$ cat src/rtl/regfile_wr_arbiter.sv
// Round-robin arbiter sharing one register-file write port between NREQ writeback sources.
// Optional macro REGWR_TRACE_EN elaborates a negedge write trace with a cycle counter.
module regfile_wr_arbiter #(
    parameter  int NREQ = 2,
    parameter  int n    = 5,
    parameter  int m    = 32,
    parameter  int CW   = 16,
    localparam int LGW  = (NREQ > 1) ? $clog2(NREQ) : 1
) (
    input  logic              clk,
    input  logic              rst_n,
    input  logic [NREQ-1:0]   req_valid,
    output logic [NREQ-1:0]   req_ready,
    input  logic [NREQ*n-1:0] req_addr,
    input  logic [NREQ*m-1:0] req_data,
    input  logic              stall,
    output logic              rf_we,
    output logic [n-1:0]      rf_a3,
    output logic [m-1:0]      rf_wd,
    output logic [LGW-1:0]    last_grant,
    output logic [CW-1:0]     conflict_cnt
);

    typedef enum logic {IDLE, WRITE} state_t;

    localparam logic [LGW-1:0] LAST_IDX = LGW'(NREQ - 1);

    state_t          state_q, state_d;
    logic [n-1:0]    a3_q, a3_d;
    logic [m-1:0]    wd_q, wd_d;
    logic [LGW-1:0]  last_grant_q, last_grant_d;
    logic [CW-1:0]   cnt_q, cnt_d;

    logic [n-1:0]    addr_arr [NREQ];
    logic [m-1:0]    data_arr [NREQ];

    logic            grant_found;
    logic [LGW-1:0]  grant_idx;
    logic [LGW-1:0]  scan_idx;
    logic            transfer;
    logic            wr_accept;
    logic            contended;

    genvar gi;
    generate
        for (gi = 0; gi < NREQ; gi++) begin : g_unpack
            assign addr_arr[gi] = req_addr[gi*n +: n];
            assign data_arr[gi] = req_data[gi*m +: m];
        end
    endgenerate

    // Rotating priority scan; the wrap compares against NREQ-1 so any NREQ works.
    always_comb begin
        grant_found = 1'b0;
        grant_idx   = '0;
        scan_idx    = (last_grant_q == LAST_IDX) ? '0 : last_grant_q + 1'b1;
        for (int k = 0; k < NREQ; k++) begin
            if (!grant_found && req_valid[scan_idx]) begin
                grant_found = 1'b1;
                grant_idx   = scan_idx;
            end
            scan_idx = (scan_idx == LAST_IDX) ? '0 : scan_idx + 1'b1;
        end
    end

    assign transfer  = grant_found & ~stall;
    assign wr_accept = transfer && (addr_arr[grant_idx] != '0);
    // Two or more set bits: clearing the lowest one leaves something behind.
    assign contended = |(req_valid & (req_valid - 1'b1));

    always_comb begin
        req_ready = '0;
        if (transfer) begin
            req_ready[grant_idx] = 1'b1;
        end
    end

    always_comb begin
        state_d = state_q;
        case (state_q)
            IDLE:    state_d = wr_accept ? WRITE : IDLE;
            WRITE:   state_d = wr_accept ? WRITE : IDLE;
            default: state_d = IDLE;
        endcase
    end

    always_comb begin
        rf_we = (state_q == WRITE);
    end

    always_comb begin
        a3_d         = a3_q;
        wd_d         = wd_q;
        last_grant_d = last_grant_q;
        cnt_d        = cnt_q;
        if (wr_accept) begin
            a3_d = addr_arr[grant_idx];
            wd_d = data_arr[grant_idx];
        end
        if (transfer) begin
            last_grant_d = grant_idx;
        end
        if (contended && !stall && (cnt_q != {CW{1'b1}})) begin
            cnt_d = cnt_q + 1'b1;
        end
    end

    always_ff @(posedge clk or negedge rst_n) begin
        if (!rst_n) begin
            state_q      <= IDLE;
            a3_q         <= '0;
            wd_q         <= '0;
            last_grant_q <= LAST_IDX;
            cnt_q        <= '0;
        end else begin
            state_q      <= state_d;
            a3_q         <= a3_d;
            wd_q         <= wd_d;
            last_grant_q <= last_grant_d;
            cnt_q        <= cnt_d;
        end
    end

    assign rf_a3        = a3_q;
    assign rf_wd        = wd_q;
    assign last_grant   = last_grant_q;
    assign conflict_cnt = cnt_q;

`ifdef REGWR_TRACE_EN
    logic [31:0] trace_cycle_q;

    always_ff @(posedge clk or negedge rst_n) begin
        if (!rst_n) begin
            trace_cycle_q <= '0;
        end else begin
            trace_cycle_q <= trace_cycle_q + 1'b1;
        end
    end

    always @(negedge clk) begin
        if (rst_n && rf_we) begin
            $display("[%0d] rf write a3=%0d wd=%032b", trace_cycle_q, rf_a3, rf_wd);
        end
        if (rst_n && transfer && (addr_arr[grant_idx] == '0)) begin
            $display("[%0d] write to r0 from requester %0d discarded", trace_cycle_q, grant_idx);
        end
    end
`endif

endmodule

$ cat config.mk
export PLATFORM = sky130hd
export DESIGN_NAME = regfile_wr_arbiter
export DESIGN_NICKNAME = d
export VERILOG_FILES = /design/src/rtl/regfile_wr_arbiter.sv
export SDC_FILE = /design/constraint.sdc
export NUM_CORES = 1
export LEC_CHECK = 0
export BUFFER_PORTS_ARGS = -buffer_cell sky130_fd_sc_hd__buf_2
export CAP_MARGIN = 30
export CORE_MARGIN = 2
export CORE_UTILIZATION = 43
export CTS_BUF_LIST = sky130_fd_sc_hd__clkbuf_8
export DETAILED_ROUTE_END_ITERATION = 10
export PLACE_DENSITY = 0.79
export SLEW_MARGIN = 30
export SYNTH_ARGS = -nofsm -noshare
export SYNTH_HDL_FRONTEND = slang
export SYNTH_SLANG_ARGS = --single-unit
$ cat constraint.sdc
create_clock -name clk -period 2.2 [get_ports clk]
set_clock_uncertainty 0.15 [all_clocks]
set_input_delay 0.44 -clock clk [delete_from_list [all_inputs] [get_ports clk]]
set_output_delay 0.44 -clock clk [all_outputs]
set_load 0.02 [all_outputs]
; ---- Yosys cells after proc, flatten, opt, wreduce, memory -nomap -nowiden
; Index checks and enable logic that the tools add are counted.
; W data, S select, Z words.
[word_totals]
regBits = 55
input_bits = 79
out_inout_bits = 57
[classes]
add_sub_neg = 4
magnitude_cmp = 5
n_eq_ne = 1
n_mux = 20
bitwise = 4
n_reduce_logical = 9
[ops]
columns = op, n
row1 = $mux W32, 3
row2 = $add A16 B1 Y16 const B, 1
row3 = $ne A16 B16 Y1 const B, 1
row4 = $mux W5, 3
row5 = $mux W1, 12
row6 = $lt A1 B2 Y1 const B, 3
row7 = $logic_and A1 B1 Y1, 5
row8 = $reduce_bool A5 Y1, 1
row9 = $add A1 B1 Y1 const B, 2
row10 = $and A2 B2 Y2, 1
row11 = $ge A2 B2 Y1 const B, 1
row12 = $logic_not A1 Y1, 2
row13 = $mux W2, 1
row14 = $not A1 Y2, 1
row15 = $reduce_or A2 Y1, 1
row16 = $sub A2 B1 Y2 const B, 1
row17 = $and A1 B1 Y1, 1
row18 = $demux W1 S1, 1
row19 = $ge A1 B1 Y1 const B, 1
row20 = $not A1 Y1, 1

; ---- Logic depth before layout (Yosys ltp)
[logic_depth]
depth_word = 15
depth_mapped = 7
mapped_depth_nobuf = 5

; ---- Worst setup path before layout
; No wires, ideal clock.
[synth_timing]
path_type = reg-to-reg
startpoint = register last_grant_q (netlist: last_grant)
endpoint = register wd_q[0] (netlist: rf_wd[0])
setup_ns = 0.125
arrival_time_ns = 1.930
path_slack_ns = -0.005
stages_incl_launch_ff = 7
n_path_buf = 2
synth_period_minus_slack_ns = 2.205
cell_sequence = dfstp_2 -> a21bo_2 -> buf_2 -> mux2_4 -> a21oi_4 -> buf_6 -> mux2_2
[synth_between]
elab_chain_cells = 14
elab_cells_between_ends = 24
[synth_lines]
columns = element, line_no
row1 = "start, declared", 31  ; logic [LGW-1:0] last_grant_q, last_grant_d;
row2 = "start signal, assigned", 119  ; last_grant_q <= last_grant_d;
row3 = $add A1 B1 Y1, 56  ; scan_idx = (last_grant_q == LAST_IDX) ? '0 : last_grant_q + 1'b1;
row4 = $mux W1 (*), 56
row5 = $add A1 B1 Y1 / $mux W1 (equally long branches), "62, 58"
row6 = $mux W1 (on tied branches), "62, 58"
row7 = $mux W1 (implied by the code), 58  ; if (!grant_found && req_valid[scan_idx]) begin
row8 = $mux W1 (implied by the code) / $logic_not A1 Y1 (equally long branches), 58
row9 = $logic_and A1 B1 Y1, 58
row10 = $mux W1, 58
row11 = $not A1 Y2 (implied by the code), "67, 98"
row12 = $mux W5 (implied by the code) (3 in series), 67  ; assign wr_accept = transfer && (addr_arr[grant_idx] != '0);
row13 = $reduce_bool A5 Y1, 67
row14 = $logic_and A1 B1 Y1, 67
row15 = "end signal, assigned", 118  ; wd_q <= wd_d;
row16 = "end, declared", 30  ; logic [m-1:0] wd_q, wd_d;
; Mark *: on every way between the ends. The rest lies on a longest branch, timed or not. The select of a mux whose other input is x is not followed.
; A chain may end at the register's enable or synchronous reset.

; ---- Worst setup path after layout
[layout_timing]
startpoint = register last_grant_q (netlist: last_grant)
endpoint = register wd_q[26] (netlist: rf_wd[26])
; The elaborated chain is that of the path after synthesis.

==> reports/results.ini <==
[status]
status = finished, final reports clean

[logic_synthesis]
synth_edf_count = 0
synthArstFlopShare_pct = 100
netlist_instances = 282
syn_area_um2 = 2780
syn-num-nets = 362
synth_top_cell_area_share_pct = 48.6
avgSynthCellArea_um2 = 9.85
seq_area_frac_synth_pct = 49.6
ys_ff_latch = 55
synth_area_leaders = dfrtp_1 (49%), nand2_1 (14%), mux2_2 (12%)
yosys_warnings = 0
synth_cell_types = 36
yosysTopAreaCell = dfrtp_1
synth_flop_cell = dfrtp_1

[clock_tree]
clockBufferDepth = 2
clock_latency_ps = 300
clkTransAtPathRegs_ps = 90
cts_inserted_buffers = 5
cts_tree = yes
root_buffer = clkbuf_8
cts_setup_buffers = 0
htreeDepth = 2
cts_sinks = 55

[sta]
max_freq_ghz = 0.478
relSlewSlack_pct = 72.8
fin_hold_ws_ps = 280
worst_slew_pin_slew_ps = 405
hold_viol = 0
rsz0062_at_grt = no
setup_ws_ps = 106
fin_setup_tns_ps = 0
finalCriticalPeriod_ps = 2090
drv_slew = 0
fin_crit_sh_pct = 95.2
finalSetupViolCount = 0

[layout]
design_area_um2 = 3740
layout_common_cells = buf_2 (135), nand2_1 (102), dfrtp_1 (54)
final_common_cell = buf_2
post-route-util_pct = 59.2
synthToLayoutAreaGrowth_pct = 34.5
layout.nets = 506
drive_gt1_share_pct = 45.0
nFillCells = 590
diodes = 0

[floorplanning]
ios = 136
die_w_um = 84.4
rows = 29
dieHeight_um = 84.4
die_area_um2 = 7120
start_util_pct = 44.0
coreArea_um2 = 6310

[worst_setup_path]
startpoint_type = register
crit_required_ps = 2240
worstPathArrival_ps = 2130
cp_max_fo = 24
reg2regPathDepth = 5
critPathKind = reg -> reg
endpoint_kind = register

[drt]
vias = 2518
drt-initial-drc-count = 54
drc = 0
wl_per_cell_um = 13.3
via_per_inst = 5.00
wl_um = 6720
antenna_left = 0
firstDrtPassIters = 4

[grt]
antenna_found_initial = 0
grt_max_degree = 56
first_global_vias = 2468
grt_pass1_wl_um = 11200
grt_overflow_total = 0
track_usage_pct = 19.4

[power]
ir_worst_vdd_v = 0.000471
p_per_area_nw_per_um2 = 742
p_leak_nw = 2.07

[run]
maxCapViolCount = 0

[worst_hold_path]
hold_class = in -> reg
whs_path_depth = 3

[place]
finalWeightedCongestion = 0.835
place_ws_ps = 67.6
placed_cell_area_um2 = 3620
hpwl_um = 5190
port_buffers = 135

cell type report:
cell class	instances	area, um2	area share, %
repair buffers	148	826	22.1
flip-flops and latches	55	1380	36.9
inverters	2	7.51	0.201
clock inverters	3	15.0	0.402
clock buffers	5	68.8	1.84
well taps	77	96.3	2.58
multi-input cells	214	1350	36.0
cell usage after synthesis, types with 2 or more instances:
cell type and count:
and4_1 2, buf_6 3, clkbuf_1 7, dfrtp_1 54, inv_1 2, mux2_1 6, mux2_2 30, mux2i_1 4
nand2_1 102, nand3_1 4, nand3b_1 2, nand4_1 6, nor2_1 8, nor3_1 13, nor4_1 3, o21ai_0 4
xor2_1 13
where the power goes:
part           switching, mW  leakage (nW)  internal (mW)
registers              0.139         0.679           1.19
logic                  0.524          1.34          0.388
clock network          0.315        0.0477          0.219
total                  0.977          2.07           1.80
routing by layer:
layer / routed length [um] / global-route usage [%] / vias up / part of all wire (%)
met2: 3270 / 33.3 / 105 / 49
met4: 154 / 7.50 / 0 / 2.3
li1: - / - / 1243 / -
met1: 2830 / 23.9 / 1156 / 42
met3: 468 / 4.03 / 14 / 7.0
met5: 0 / 0 / - / 0
flip-flops by register name (all words and copies together), names as in the netlist:
register,count
rf_wd,32
conflict_cnt,16
last_grant,1
rf_we,1
rf_a3,5
cells by family after synthesis:
family | after synthesis | share of synthesized area [%]
DFF | 55 | 49.6
xor gates and xnor gates | 13 | 4.10
buffers and inverters | 13 | 2.61
AOI/OAI and AO/OA | 15 | 3.96
muxes | 42 | 17.1
and+or+nand+nor | 143 | 22.2
adders and majority gates | 1 | 0.450
metrics by stage:
step / power [mW] / instances
final: 2.77 / 504
after global routing: 2.95 / 504
after CTS: 2.81 / 504
after detailed placement: 2.26 / 495
after global placement: 2.22 / 495
after floorplan: 1.87 / 282
worst paths after layout:
kind / to / from / slack (ps)
min in group asynchronous: conflict_cnt[12] / rst_n / 480
max in group asynchronous: last_grant / rst_n / 1090
worst max register to register: rf_wd[26] / last_grant / 110
worst max-delay path: rf_wd[26] / last_grant / 110
worst min register to register: rf_wd[13] / rf_wd[13] / 350
worst min-delay path: last_grant / stall / 280
worst max-delay path, cell delays in order (launching register included):
cell,delay (ps)
dfstp_2,590
a21bo_4,190
mux2_4,330
a21oi_4,160
buf_12,190
mux2_2,350
timing repair:
action,CTS,global route
hold endpoints to repair,54,0
hold buffers,1,0
endpoints found under the setup margin,1,1
gates resized for setup,1,3
Power figures use the tool's default switching activity.
